File: config.mk
export PLATFORM = sky130hd
export DESIGN_NAME = cia_bus_ctrl
export DESIGN_NICKNAME = d
export VERILOG_FILES = /design/src/rtl/cia_bus_ctrl.sv
export SDC_FILE = /design/constraint.sdc
export NUM_CORES = 1
export LEC_CHECK = 0
export BUFFER_PORTS_ARGS = -buffer_cell sky130_fd_sc_hd__buf_2
export CAP_MARGIN = 20
export CELL_PAD_IN_SITES_DETAIL_PLACEMENT = 0
export CELL_PAD_IN_SITES_GLOBAL_PLACEMENT = 2
export CORE_UTILIZATION = 40
export DETAILED_ROUTE_END_ITERATION = 6
export GPL_ROUTABILITY_DRIVEN = 0
export PLACE_DENSITY = 0.78
export SYNTH_ARGS = -nofsm -noshare
export SYNTH_HDL_FRONTEND = slang
export SYNTH_SLANG_ARGS = --single-unit
File: constraint.sdc
create_clock -name clk -period 3.4 [get_ports clk]
set_input_delay 0.17 -clock clk [delete_from_list [all_inputs] [get_ports clk]]
set_output_delay 0.17 -clock clk [all_outputs]
set_load 0.05 [all_outputs]
File: src/rtl/cia_bus_ctrl.sv
// CIA host-bus access sequencer: oversamples the 6502-style bus and turns
// each phi2 cycle into at most one register read-commit or write strobe.
module cia_bus_ctrl #(
    parameter int SYNC_STAGES = 2,
    parameter int SETTLE_CYC  = 3,
    parameter int HOLD_CYC    = 2
) (
    input  logic       clk,
    input  logic       rst_n,
    input  logic       phi2,
    input  logic       cs_n,
    input  logic       r_w_n,
    input  logic [3:0] addr,
    input  logic [7:0] data_i,
    input  logic [7:0] rdata,
    output logic [3:0] reg_addr,
    output logic       reg_rd,
    output logic       reg_wr,
    output logic [7:0] reg_wdata,
    output logic [7:0] data_o,
    output logic       data_oe,
    output logic       phi2_rise,
    output logic       phi2_fall
);

    localparam int MAX_CYC = (SETTLE_CYC > HOLD_CYC) ? SETTLE_CYC : HOLD_CYC;
    localparam int CW      = $clog2(MAX_CYC + 1);
    localparam int BW      = 15;

    localparam logic [CW-1:0] SETTLE_LD = CW'(SETTLE_CYC - 1);
    localparam logic [CW-1:0] HOLD_LD   = CW'(HOLD_CYC);

    typedef enum logic [1:0] {
        LOW,
        SETTLE,
        HIGH,
        HOLD
    } state_t;

    logic [SYNC_STAGES-1:0][BW-1:0] sync_q;
    logic [SYNC_STAGES:0]           fill;

    logic       phi2_s;
    logic       cs_n_s;
    logic       r_w_n_s;
    logic [3:0] addr_s;
    logic [7:0] data_s;
    logic       phi2_d;
    logic       edge_ok;

    state_t        state;
    logic [CW-1:0] cnt;
    logic          sel;
    logic          rd;
    logic [7:0]    wdata;

    // All bus inputs share one chain so they stay cycle-aligned with phi2.
    always_ff @(posedge clk or negedge rst_n) begin
        if (!rst_n) begin
            sync_q <= '0;
            fill   <= '0;
            phi2_d <= 1'b0;
        end else begin
            sync_q <= {sync_q[SYNC_STAGES-2:0],
                       {phi2, cs_n, r_w_n, addr, data_i}};
            fill   <= {fill[SYNC_STAGES-1:0], 1'b1};
            phi2_d <= phi2_s;
        end
    end

    assign {phi2_s, cs_n_s, r_w_n_s, addr_s, data_s} = sync_q[SYNC_STAGES-1];

    // Edges are ignored until both phi2_s and phi2_d hold real samples,
    // so a phi2 already high at reset release is not seen as a rise.
    assign edge_ok   = fill[SYNC_STAGES];
    assign phi2_rise = edge_ok & phi2_s & ~phi2_d;
    assign phi2_fall = edge_ok & ~phi2_s & phi2_d;

    always_ff @(posedge clk or negedge rst_n) begin
        if (!rst_n) begin
            state     <= LOW;
            cnt       <= '0;
            sel       <= 1'b0;
            rd        <= 1'b0;
            wdata     <= '0;
            reg_addr  <= '0;
            reg_rd    <= 1'b0;
            reg_wr    <= 1'b0;
            reg_wdata <= '0;
            data_o    <= '0;
            data_oe   <= 1'b0;
        end else begin
            reg_rd <= 1'b0;
            reg_wr <= 1'b0;
            unique case (state)
                LOW: begin
                    data_oe <= 1'b0;
                    if (phi2_rise) begin
                        state <= SETTLE;
                        cnt   <= SETTLE_LD;
                    end
                end
                SETTLE: begin
                    if (phi2_fall) begin
                        state <= LOW;
                        cnt   <= '0;
                    end else if (cnt == '0) begin
                        state    <= HIGH;
                        sel      <= ~cs_n_s;
                        rd       <= r_w_n_s;
                        reg_addr <= addr_s;
                        data_oe  <= ~cs_n_s & r_w_n_s;
                    end else begin
                        cnt <= cnt - 1'b1;
                    end
                end
                HIGH: begin
                    if (phi2_fall) begin
                        reg_rd <= sel & rd;
                        reg_wr <= sel & ~rd;
                        if (sel & ~rd)
                            reg_wdata <= wdata;
                        if (HOLD_CYC == 0) begin
                            state   <= LOW;
                            data_oe <= 1'b0;
                        end else begin
                            state <= HOLD;
                            cnt   <= HOLD_LD;
                        end
                    end else begin
                        if (sel & rd)
                            data_o <= rdata;
                        if (sel & ~rd & phi2_s)
                            wdata <= data_s;
                    end
                end
                HOLD: begin
                    if (phi2_rise) begin
                        data_oe <= 1'b0;
                        state   <= SETTLE;
                        cnt     <= SETTLE_LD;
                    end else if (cnt <= CW'(1)) begin
                        data_oe <= 1'b0;
                        state   <= LOW;
                        cnt     <= '0;
                    end else begin
                        cnt <= cnt - 1'b1;
                    end
                end
                default: state <= LOW;
            endcase
        end
    end

endmodule

==> impl_table.tex, run 1 <==
\begin{tabular}{lr}
\hline
Metric & Value \\
\hline
\multicolumn{2}{l}{\textbf{Status}} \\
Status & completed \\
\multicolumn{2}{l}{\textbf{Timing}} \\
Endpoints failing setup & 0 \\
Tcrit/Tclk final & 0.513 \\
Setup tns final & 0 ns \\
Max frequency & 573 MHz \\
Pins Over Slew Limit & 0 \\
Unrepaired setup endpoints after global routing & false \\
Final period demand of the worst path & between 1.5 and 2 ns \\
Clock Skews & 0.00486 ns \\
Final-layout worst hold slack & 0.0665 ns \\
Crit path setup slack, layout & $\sim$1.7 ns \\
Number of failing hold endpoints at the final stage & 0 \\
\multicolumn{2}{l}{\textbf{Layout}} \\
Utilization after layout & 0.539 \\
Layout-stage area growth over the synthesis result & 29.9\% \\
Proportion of layout cells with a drive suffix above 1 & 0.444 \\
Non-filler cells, final & $\sim$300 \\
Fin area & 3190 um\^{}2 \\
Final antenna diode count & 0 \\
Layout net count & 256 \\
\multicolumn{2}{l}{\textbf{Power}} \\
Logic pwr share & 0.290 \\
Static power due to leakage & 1.60 nW \\
IR Drop Worst-Case VDD & $\sim$0.43 mV \\
Seq pwr share & 0.433 \\
Share of total power in the clock network & 0.277 \\
Power per standard cell area & approximately 830 nW/um\^{}2 \\
Total design power & $\sim$2.6 mW \\
Switching part of the total power & 0.354 \\
Switching component of the power & 936 uW \\
Internal Power & roughly 1.7 mW \\
\multicolumn{2}{l}{\textbf{Place}} \\
Port Buf Inserts & 49 \\
\# placed instances & approximately 270 \\
Hpwl dp & 2630 um \\
Worst setup slack before clock tree synthesis & between 1.5 and 2 ns \\
Placement Cell Area & 2790 um\^{}2 \\
\multicolumn{2}{l}{\textbf{Clock network}} \\
Cell chosen for the clock root & sky130\_fd\_sc\_hd\_\_clkbuf\_8 \\
H-tree depth & 3 \\
Clock tree from TritonCTS & done \\
Bufs on Longest Clock Path & 2 \\
Clock Sinks & 71 \\
Number of buffers added by the clock tree synthesis step & 9 \\
Clock transition at path regs & 0.08 ns \\
Post-CTS setup buffer count & 0 \\
Worst-Skew Late Latency & between 0.3 and 0.4 ns \\
\multicolumn{2}{l}{\textbf{Worst setup path}} \\
R2R depth & 4 \\
Crit-path max FO & 16 \\
Crit. End Element & register \\
Required @ worst endpoint & 3.62 ns \\
Category of the worst setup path launch point & register \\
Critical path class & reg2reg \\
Crit path arrival time & 1.96 ns \\
\multicolumn{2}{l}{\textbf{Yosys}} \\
Count of cell types in the netlist & 31 \\
Net count of the mapped netlist & 180 \\
Post-synthesis cell area & 2460 um\^{}2 \\
Sequential-to-total area share from yosys stat & 0.723 \\
Total number of yosys warnings & 0 \\
Count of mapped cells out of synthesis & 151 \\
Cell type with the largest total area after synthesis & sky130\_fd\_sc\_hd\_\_dfrtp\_1 \\
Share of the synthesized area in the top cell type & 0.723 \\
Average footprint of a synthesized cell & 16.3 um\^{}2 \\
Yosys reg bits & 71 \\
Cell types with the largest area share after synthesis & sky130\_fd\_sc\_hd\_\_dfrtp\_1 72\%, sky130\_fd\_sc\_hd\_\_mux2\_2 13\%, sky130\_fd\_sc\_hd\_\_ha\_1 2.0\%, sky130\_fd\_sc\_hd\_\_nand2\_1 1.2\%, sky130\_fd\_sc\_hd\_\_nand2b\_1 1.0\% \\
\multicolumn{2}{l}{\textbf{Global route}} \\
Antenna violations before repair & 0 \\
Overflow left after global routing & 0 \\
Global-route usage over all layers & 0.138 \\
Pin count of the biggest net entering global routing & 48 \\
Via count of the first global-routing pass & 1424 \\
Wire length of the first global-routing pass & roughly 6400 um \\
\multicolumn{2}{l}{\textbf{Detailed routing}} \\
Antenna Violating Nets Remaining & 0 \\
1st-pass router iterations & 4 \\
Violation count after the first detailed-route iteration & 64 \\
Wire length per cell & 12.8 um \\
Remaining DRCs & 0 \\
Total via count after detailed routing & 1458 \\
DRT Wirelength & 3940 um \\
Number of vias per cell & 4.75 \\
\multicolumn{2}{l}{\textbf{Worst hold path}} \\
Hold Path Stages & 2 \\
Path type of the worst min-delay path & in2reg \\
\multicolumn{2}{l}{\textbf{Flow run}} \\
Max capacitance violation total & 0 \\
\multicolumn{2}{l}{\textbf{Die}} \\
Number of top-level pins & 50 \\
Die Area & 6460 um\^{}2 \\
Vertical die dimension & 80.4 um \\
Starting utilization of the core area & 0.415 \\
Core Region & around 6000 um\^{}2 \\
Count of standard-cell rows & 28 \\
Die boundary width & 80.4 um \\
\hline
\end{tabular}
## registers in the layout, indices dropped and copies added (netlist names), 2 cells and up, named ones only
| name | cells |
|---|---|
| sync_q | 15 |
| wdata | 8 |
| reg_wdata | 8 |
| addr_s | 4 |
| data_s | 8 |
| data_o | 8 |
| cnt | 2 |
| fill | 3 |
| reg_addr | 4 |
## timing repair
item / CTS / global route
resized for setup: 0 / 0
endpoints found under the hold margin: 15 / 13
hold buffers: 15 / 1
## cell usage after synthesis, drive strengths merged
cell / n
dfrtp: 71
o311ai: 1
or4b: 1
o22ai: 1
a21oi: 1
a22o: 1
or2b: 1
mux2i: 1
nor3: 1
buf: 2
ha: 4
o311a: 1
mux2: 29
o211ai: 1
o21ai: 5
conb: 1
mux4: 1
nor2: 4
nand3b: 1
inv: 5
nand2: 9
nand3: 1
and3b: 1
nand2b: 4
nand4b: 3
## power by group through the flow
stage / sequential, mW / clock, mW / combinational (mW)
floorplan: 1.44 / 0 / 0.283
global placement: 1.15 / 0 / 0.741
detailed placement: 1.16 / 0 / 0.758
CTS: 1.15 / 0.761 / 0.774
global route: 1.17 / 0.791 / 0.817
finish: 1.15 / 0.733 / 0.766
## cell type report
class / count / area [um^2]
sequential: 71 / 1780
clock inverter: 7 / 95.1
fill: 505 / 2730
inverter: 5 / 18.8
timing repair buffer: 67 / 433
clock buffer: 9 / 124
tap: 75 / 93.8
multi-input combinational: 73 / 652
## critical path, stage by stage (launching register included)
cell and delay, ns:
sky130_fd_sc_hd__dfrtp_1 0.54, sky130_fd_sc_hd__or4b_1 0.52, sky130_fd_sc_hd__o21ai_1 0.09, sky130_fd_sc_hd__a22o_2 0.18, sky130_fd_sc_hd__mux2_1 0.31
## logic make-up after synthesis
kind of cell    Yosys count  synth area share
other cells               1           0.00153
mux                      31             0.146
compound gates           11            0.0295
buf+inv                   7            0.0117
fa+ha+maj                 4            0.0204
flops                    71             0.723
simple gates             26            0.0677
## cells in the final DEF, fill, tap and decap left out, types with 2 or more instances in the layout
cell type,instances
sky130_fd_sc_hd__inv_1,4
sky130_fd_sc_hd__ha_1,4
sky130_fd_sc_hd__dfrtp_1,71
sky130_fd_sc_hd__dlygate4sd3_1,16
sky130_fd_sc_hd__bufinv_16,2
sky130_fd_sc_hd__nor2_1,3
sky130_fd_sc_hd__inv_6,2
sky130_fd_sc_hd__nand4b_1,2
sky130_fd_sc_hd__clkbuf_8,9
sky130_fd_sc_hd__nand2b_1,4
sky130_fd_sc_hd__nand2_1,8
sky130_fd_sc_hd__o21ai_0,4
sky130_fd_sc_hd__mux2_2,28
sky130_fd_sc_hd__clkinv_2,2
sky130_fd_sc_hd__buf_2,49
## per-layer routing
layer | GRT usage | vias to the layer above | wire length (um)
met5 | 0 | - | 0
met4 | 0.105 | 0 | 95
met3 | 0.0386 | 9 | 181
met2 | 0.219 | 40 | 2000
met1 | 0.158 | 742 | 1670
li1 | - | 667 | -
## final timing paths
path	start	to	slack [ns]
min reg2reg	sync_q[5]$_DFF_PN0_	data_s[5]$_DFF_PN0_	0.35
max	register	cnt[0]$_DFFE_PN0P_	1.66
min in group asynchronous	rst_n	data_o[1]$_DFFE_PN0P_	0.26
min	rdata[1]	data_o[1]$_DFFE_PN0P_	0.07
max reg2reg	register	cnt[0]$_DFFE_PN0P_	1.66
max in group asynchronous	rst_n	reg_wr$_DFF_PN0_	2.28
No activity file was read; power rests on OpenSTA's default activity.
==> inputs of run 2 (changes only) <==
--- a/config.mk
+++ b/config.mk
@@ -5,14 +5,15 @@
 export SDC_FILE = /design/constraint.sdc
 export NUM_CORES = 1
 export LEC_CHECK = 0
+export ABC_AREA = 1
 export BUFFER_PORTS_ARGS = -buffer_cell sky130_fd_sc_hd__buf_2
 export CAP_MARGIN = 20
 export CELL_PAD_IN_SITES_DETAIL_PLACEMENT = 0
 export CELL_PAD_IN_SITES_GLOBAL_PLACEMENT = 2
-export CORE_UTILIZATION = 40
+export CORE_UTILIZATION = 31
 export DETAILED_ROUTE_END_ITERATION = 6
 export GPL_ROUTABILITY_DRIVEN = 0
-export PLACE_DENSITY = 0.78
+export PLACE_DENSITY = 0.7
 export SYNTH_ARGS = -nofsm -noshare
 export SYNTH_HDL_FRONTEND = slang
 export SYNTH_SLANG_ARGS = --single-unit
==> constraint.sdc (replaced) <==
create_clock -name clk -period 1.6 [get_ports clk]
set_input_delay 0.08 -clock clk [delete_from_list [all_inputs] [get_ports clk]]
set_output_delay 0.08 -clock clk [all_outputs]
set_load 0.05 [all_outputs]
==> run 2 against run 1 <==
Compared with the run above:
- core utilization down 11 points
- power up 130%
- critical endpoint is now phi2_rise
- clock skew up 0.0063 ns
- sequential share of layout area down 3.2 points
- sequential cell count unchanged
- via count up 15%
==> impl_table.tex, run 2 <==
\begin{tabular}{lr}
\hline
Metric & Value \\
\hline
\multicolumn{2}{l}{\textbf{Status}} \\
Status & completed (unchanged) \\
\multicolumn{2}{l}{\textbf{Layout}} \\
Layout net count & 344 (was 256) \\
Layout-stage area growth over the synthesis result & 34.0\% (was 29.9\%) \\
Proportion of layout cells with a drive suffix above 1 & 0.266 (was 0.444) \\
Flip-flop count of the largest register, all copies and words added & 15 (unchanged) \\
Most common library cell in the layout ignoring fill and taps & sky130\_fd\_sc\_hd\_\_nand2\_1 (was sky130\_fd\_sc\_hd\_\_dfrtp\_1) \\
Final antenna diode count & 0 (unchanged) \\
Largest register by flop count & sync\_q (unchanged) \\
Non-filler cells, final & 421 (was 307) \\
Commonest cells after routing, fill and taps aside & 77 x sky130\_fd\_sc\_hd\_\_nand2\_1, 71 x sky130\_fd\_sc\_hd\_\_dfrtp\_1, 48 x sky130\_fd\_sc\_hd\_\_buf\_2 (was 71 x sky130\_fd\_sc\_hd\_\_dfrtp\_1, 49 x sky130\_fd\_sc\_hd\_\_buf\_2, 28 x sky130\_fd\_sc\_hd\_\_mux2\_2) \\
\multicolumn{2}{l}{\textbf{Clock network}} \\
Clock transition at path regs & 0.08 ns (about the same) \\
Post-CTS setup buffer count & 0 (unchanged) \\
Worst-Skew Late Latency & 0.33 ns (about the same) \\
Bufs on Longest Clock Path & 2 (unchanged) \\
Clock Sinks & 71 (unchanged) \\
Clock tree from TritonCTS & done (unchanged) \\
Number of buffers added by the clock tree synthesis step & 9 (unchanged) \\
H-tree depth & 3 (unchanged) \\
Cell chosen for the clock root & sky130\_fd\_sc\_hd\_\_clkbuf\_8 (unchanged) \\
\multicolumn{2}{l}{\textbf{Timing}} \\
Final period demand of the worst path & 1.47 ns \\
Setup tns final & 0 ns (unchanged) \\
Clock Skews & 0.0112 ns (was 0.00486 ns) \\
Tcrit/Tclk final & 0.917 \\
Pins Over Slew Limit & 0 (unchanged) \\
Endpoints failing setup & 0 (unchanged) \\
Max frequency & 682 MHz \\
Number of failing hold endpoints at the final stage & 0 (unchanged) \\
Unrepaired setup endpoints after global routing & false (unchanged) \\
\multicolumn{2}{l}{\textbf{Flow run}} \\
Max capacitance violation total & 0 (unchanged) \\
\multicolumn{2}{l}{\textbf{Global route}} \\
Via count of the first global-routing pass & 1708 (was 1424) \\
Global-route usage over all layers & 0.118 (was 0.138) \\
Pin count of the biggest net entering global routing & 72 (was 48) \\
Antenna violations before repair & 0 (unchanged) \\
Wire length of the first global-routing pass & 7740 um (was 6400 um) \\
Overflow left after global routing & 0 (unchanged) \\
\multicolumn{2}{l}{\textbf{Yosys}} \\
Sequential-to-total area share from yosys stat & 0.702 (was 0.723) \\
Fraction of registers with async set/reset & 1.00 (unchanged) \\
Post-synthesis cell area & 2530 um\^{}2 (was 2460 um\^{}2) \\
Share of the synthesized area in the top cell type & 0.702 (was 0.723) \\
Yosys reg bits & 71 (unchanged) \\
Net count of the mapped netlist & 258 (was 180) \\
Cell type with the largest total area after synthesis & sky130\_fd\_sc\_hd\_\_dfrtp\_1 (unchanged) \\
Count of mapped cells out of synthesis & 229 (was 151) \\
Average footprint of a synthesized cell & 11.0 um\^{}2 (was 16.3 um\^{}2) \\
Total number of yosys warnings & 0 (unchanged) \\
Count of cell types in the netlist & 23 (was 31) \\
Cell types with the largest area share after synthesis & sky130\_fd\_sc\_hd\_\_dfrtp\_1 70\%, sky130\_fd\_sc\_hd\_\_nand2\_1 11\%, sky130\_fd\_sc\_hd\_\_inv\_1 2.5\%, sky130\_fd\_sc\_hd\_\_o21ai\_1 2.2\%, sky130\_fd\_sc\_hd\_\_ha\_1 2.0\% (was sky130\_fd\_sc\_hd\_\_dfrtp\_1 72\%, sky130\_fd\_sc\_hd\_\_mux2\_2 13\%, sky130\_fd\_sc\_hd\_\_ha\_1 2.0\%, sky130\_fd\_sc\_hd\_\_nand2\_1 1.2\%, sky130\_fd\_sc\_hd\_\_nand2b\_1 1.0\%) \\
Number of enable-type register cells in the synthesized netlist & 0 (unchanged) \\
Flip-flop cell with the highest count after synthesis & sky130\_fd\_sc\_hd\_\_dfrtp\_1 (unchanged) \\
Dominant cell by count in the synthesized netlist & sky130\_fd\_sc\_hd\_\_nand2\_1 (was sky130\_fd\_sc\_hd\_\_dfrtp\_1) \\
Commonest cells in the netlist & 77 x sky130\_fd\_sc\_hd\_\_nand2\_1, 71 x sky130\_fd\_sc\_hd\_\_dfrtp\_1, 17 x sky130\_fd\_sc\_hd\_\_inv\_1 (was 71 x sky130\_fd\_sc\_hd\_\_dfrtp\_1, 28 x sky130\_fd\_sc\_hd\_\_mux2\_2, 8 x sky130\_fd\_sc\_hd\_\_nand2\_1) \\
\multicolumn{2}{l}{\textbf{Detailed routing}} \\
Antenna Violating Nets Remaining & 0 (unchanged) \\
Remaining DRCs & 0 (unchanged) \\
Violation count after the first detailed-route iteration & 71 (was 64) \\
Number of vias per cell & 3.99 (was 4.75) \\
Total via count after detailed routing & 1680 (was 1458) \\
Wire length per cell & 10.5 um (was 12.8 um) \\
DRT Wirelength & 4410 um (was 3940 um) \\
1st-pass router iterations & 3 (was 4) \\
\multicolumn{2}{l}{\textbf{Place}} \\
Port Buf Inserts & 49 (unchanged) \\
\# placed instances & 382 (was 274) \\
Hpwl dp & 2920 um (was 2630 um) \\
\multicolumn{2}{l}{\textbf{Worst setup path}} \\
Category of the worst setup path launch point & register (unchanged) \\
Required @ worst endpoint & 1.52 ns (was 3.62 ns) \\
Crit-path max FO & 9 (was 16) \\
Crit. End Element & output pin (was register) \\
Crit path arrival time & 1.39 ns (was 1.96 ns) \\
Critical path class & reg2out (was reg2reg) \\
\multicolumn{2}{l}{\textbf{Die}} \\
Die boundary width & 92.3 um (was 80.4 um) \\
Core Region & 7810 um\^{}2 (was 5920 um\^{}2) \\
Count of standard-cell rows & 32 (was 28) \\
Die Area & 8530 um\^{}2 (was 6460 um\^{}2) \\
Number of top-level pins & 50 (unchanged) \\
Starting utilization of the core area & 0.324 (was 0.415) \\
Vertical die dimension & 92.3 um (was 80.4 um) \\
\multicolumn{2}{l}{\textbf{Power}} \\
Static power due to leakage & 1.78 nW (was 1.60 nW) \\
IR Drop Worst-Case VDD & 0.840 mV (was 0.425 mV) \\
Power per standard cell area & 1790 nW/um\^{}2 (was 828 nW/um\^{}2) \\
Total design power & 6.06 mW (was 2.64 mW) \\
\multicolumn{2}{l}{\textbf{Worst hold path}} \\
Path type of the worst min-delay path & in2async (was in2reg) \\
\hline
\end{tabular}
==> run 2: report_power, final <==
group          switching [mW]  internal [mW]  total, mW
clock network           0.662          0.873       1.53
registers               0.272           2.22       2.49
logic                    1.46          0.576       2.03
total                    2.39           3.67       6.06
==> run 2: logic make-up after synthesis <==
group,share of synthesized area
and+or+nand+nor,0.191
other,0.00148
DFF,0.702
buffers and inverters,0.0396
adders and majority gates,0.0198
AOI/OAI and AO/OA,0.0455
==> run 2: final cells by class <==
cell class	count	area [um^2]
multi-input combinational	134	658
timing repair buffer	78	538
tap	102	128
fill	776	4420
clock buffer	10	128
sequential	71	1780
inverter	21	78.8
clock inverter	5	83.8
==> run 2: worst paths after layout <==
kind                                       from                       end  slack, ns  cells after the start
setup / recovery               phi2_s$_DFF_PN0_                 phi2_rise       0.13                      4
hold / removal                            rst_n       addr_s[2]$_DFF_PN0_       0.29                      3
setup reg to reg           state[0]$_DFFE_PN0P_  reg_wdata[6]$_DFFE_PN0P_       0.17                      7
hold reg to reg               fill[1]$_DFF_PN0_         fill[2]$_DFF_PN0_       0.35                      0
max in group asynchronous                 rst_n  reg_wdata[2]$_DFFE_PN0P_       1.00                      3
min in group clk              fill[1]$_DFF_PN0_         fill[2]$_DFF_PN0_       0.35                      0
==> run 2: worst max-delay path, stage by stage, from the launching register on <==
cell,delay (ns)
sky130_fd_sc_hd__dfrtp_1,0.39
sky130_fd_sc_hd__buf_4,0.19
sky130_fd_sc_hd__nand2_1,0.07
sky130_fd_sc_hd__nor2_2,0.17
sky130_fd_sc_hd__buf_4,0.23
==> run 2: what timing repair did <==
action                                  4_1_cts  5_1_grt
endpoints found under the setup margin        0        1
hold endpoints to repair                     94        0
hold buffers                                 24        0
resized for setup                             0        2
==> run 2: layer usage <==
metal  track usage  vias to the layer above  part of all wire
li1              -                      880                 -
met1         0.153                      757              0.50
met2         0.179                       37              0.45
met3        0.0427                        6             0.044
met4        0.0508                        0             0.012
met5             0                        -                 0
==> run 2: metrics by stage <==
stage / hold WS, ns / utilization / instance area, um^2 / worst slack, ns
after floorplan: -0.216 / - / 2530 / 0.00873
after global placement: 0.132 / 0.376 / 2940 / 0.197
after detailed placement: 0.137 / 0.376 / 2940 / 0.187
after CTS: 0.305 / 0.434 / 3390 / 0.0346
after global routing: 0.349 / 0.434 / 3390 / 0.0217
final: 0.293 / 0.434 / 3390 / 0.133
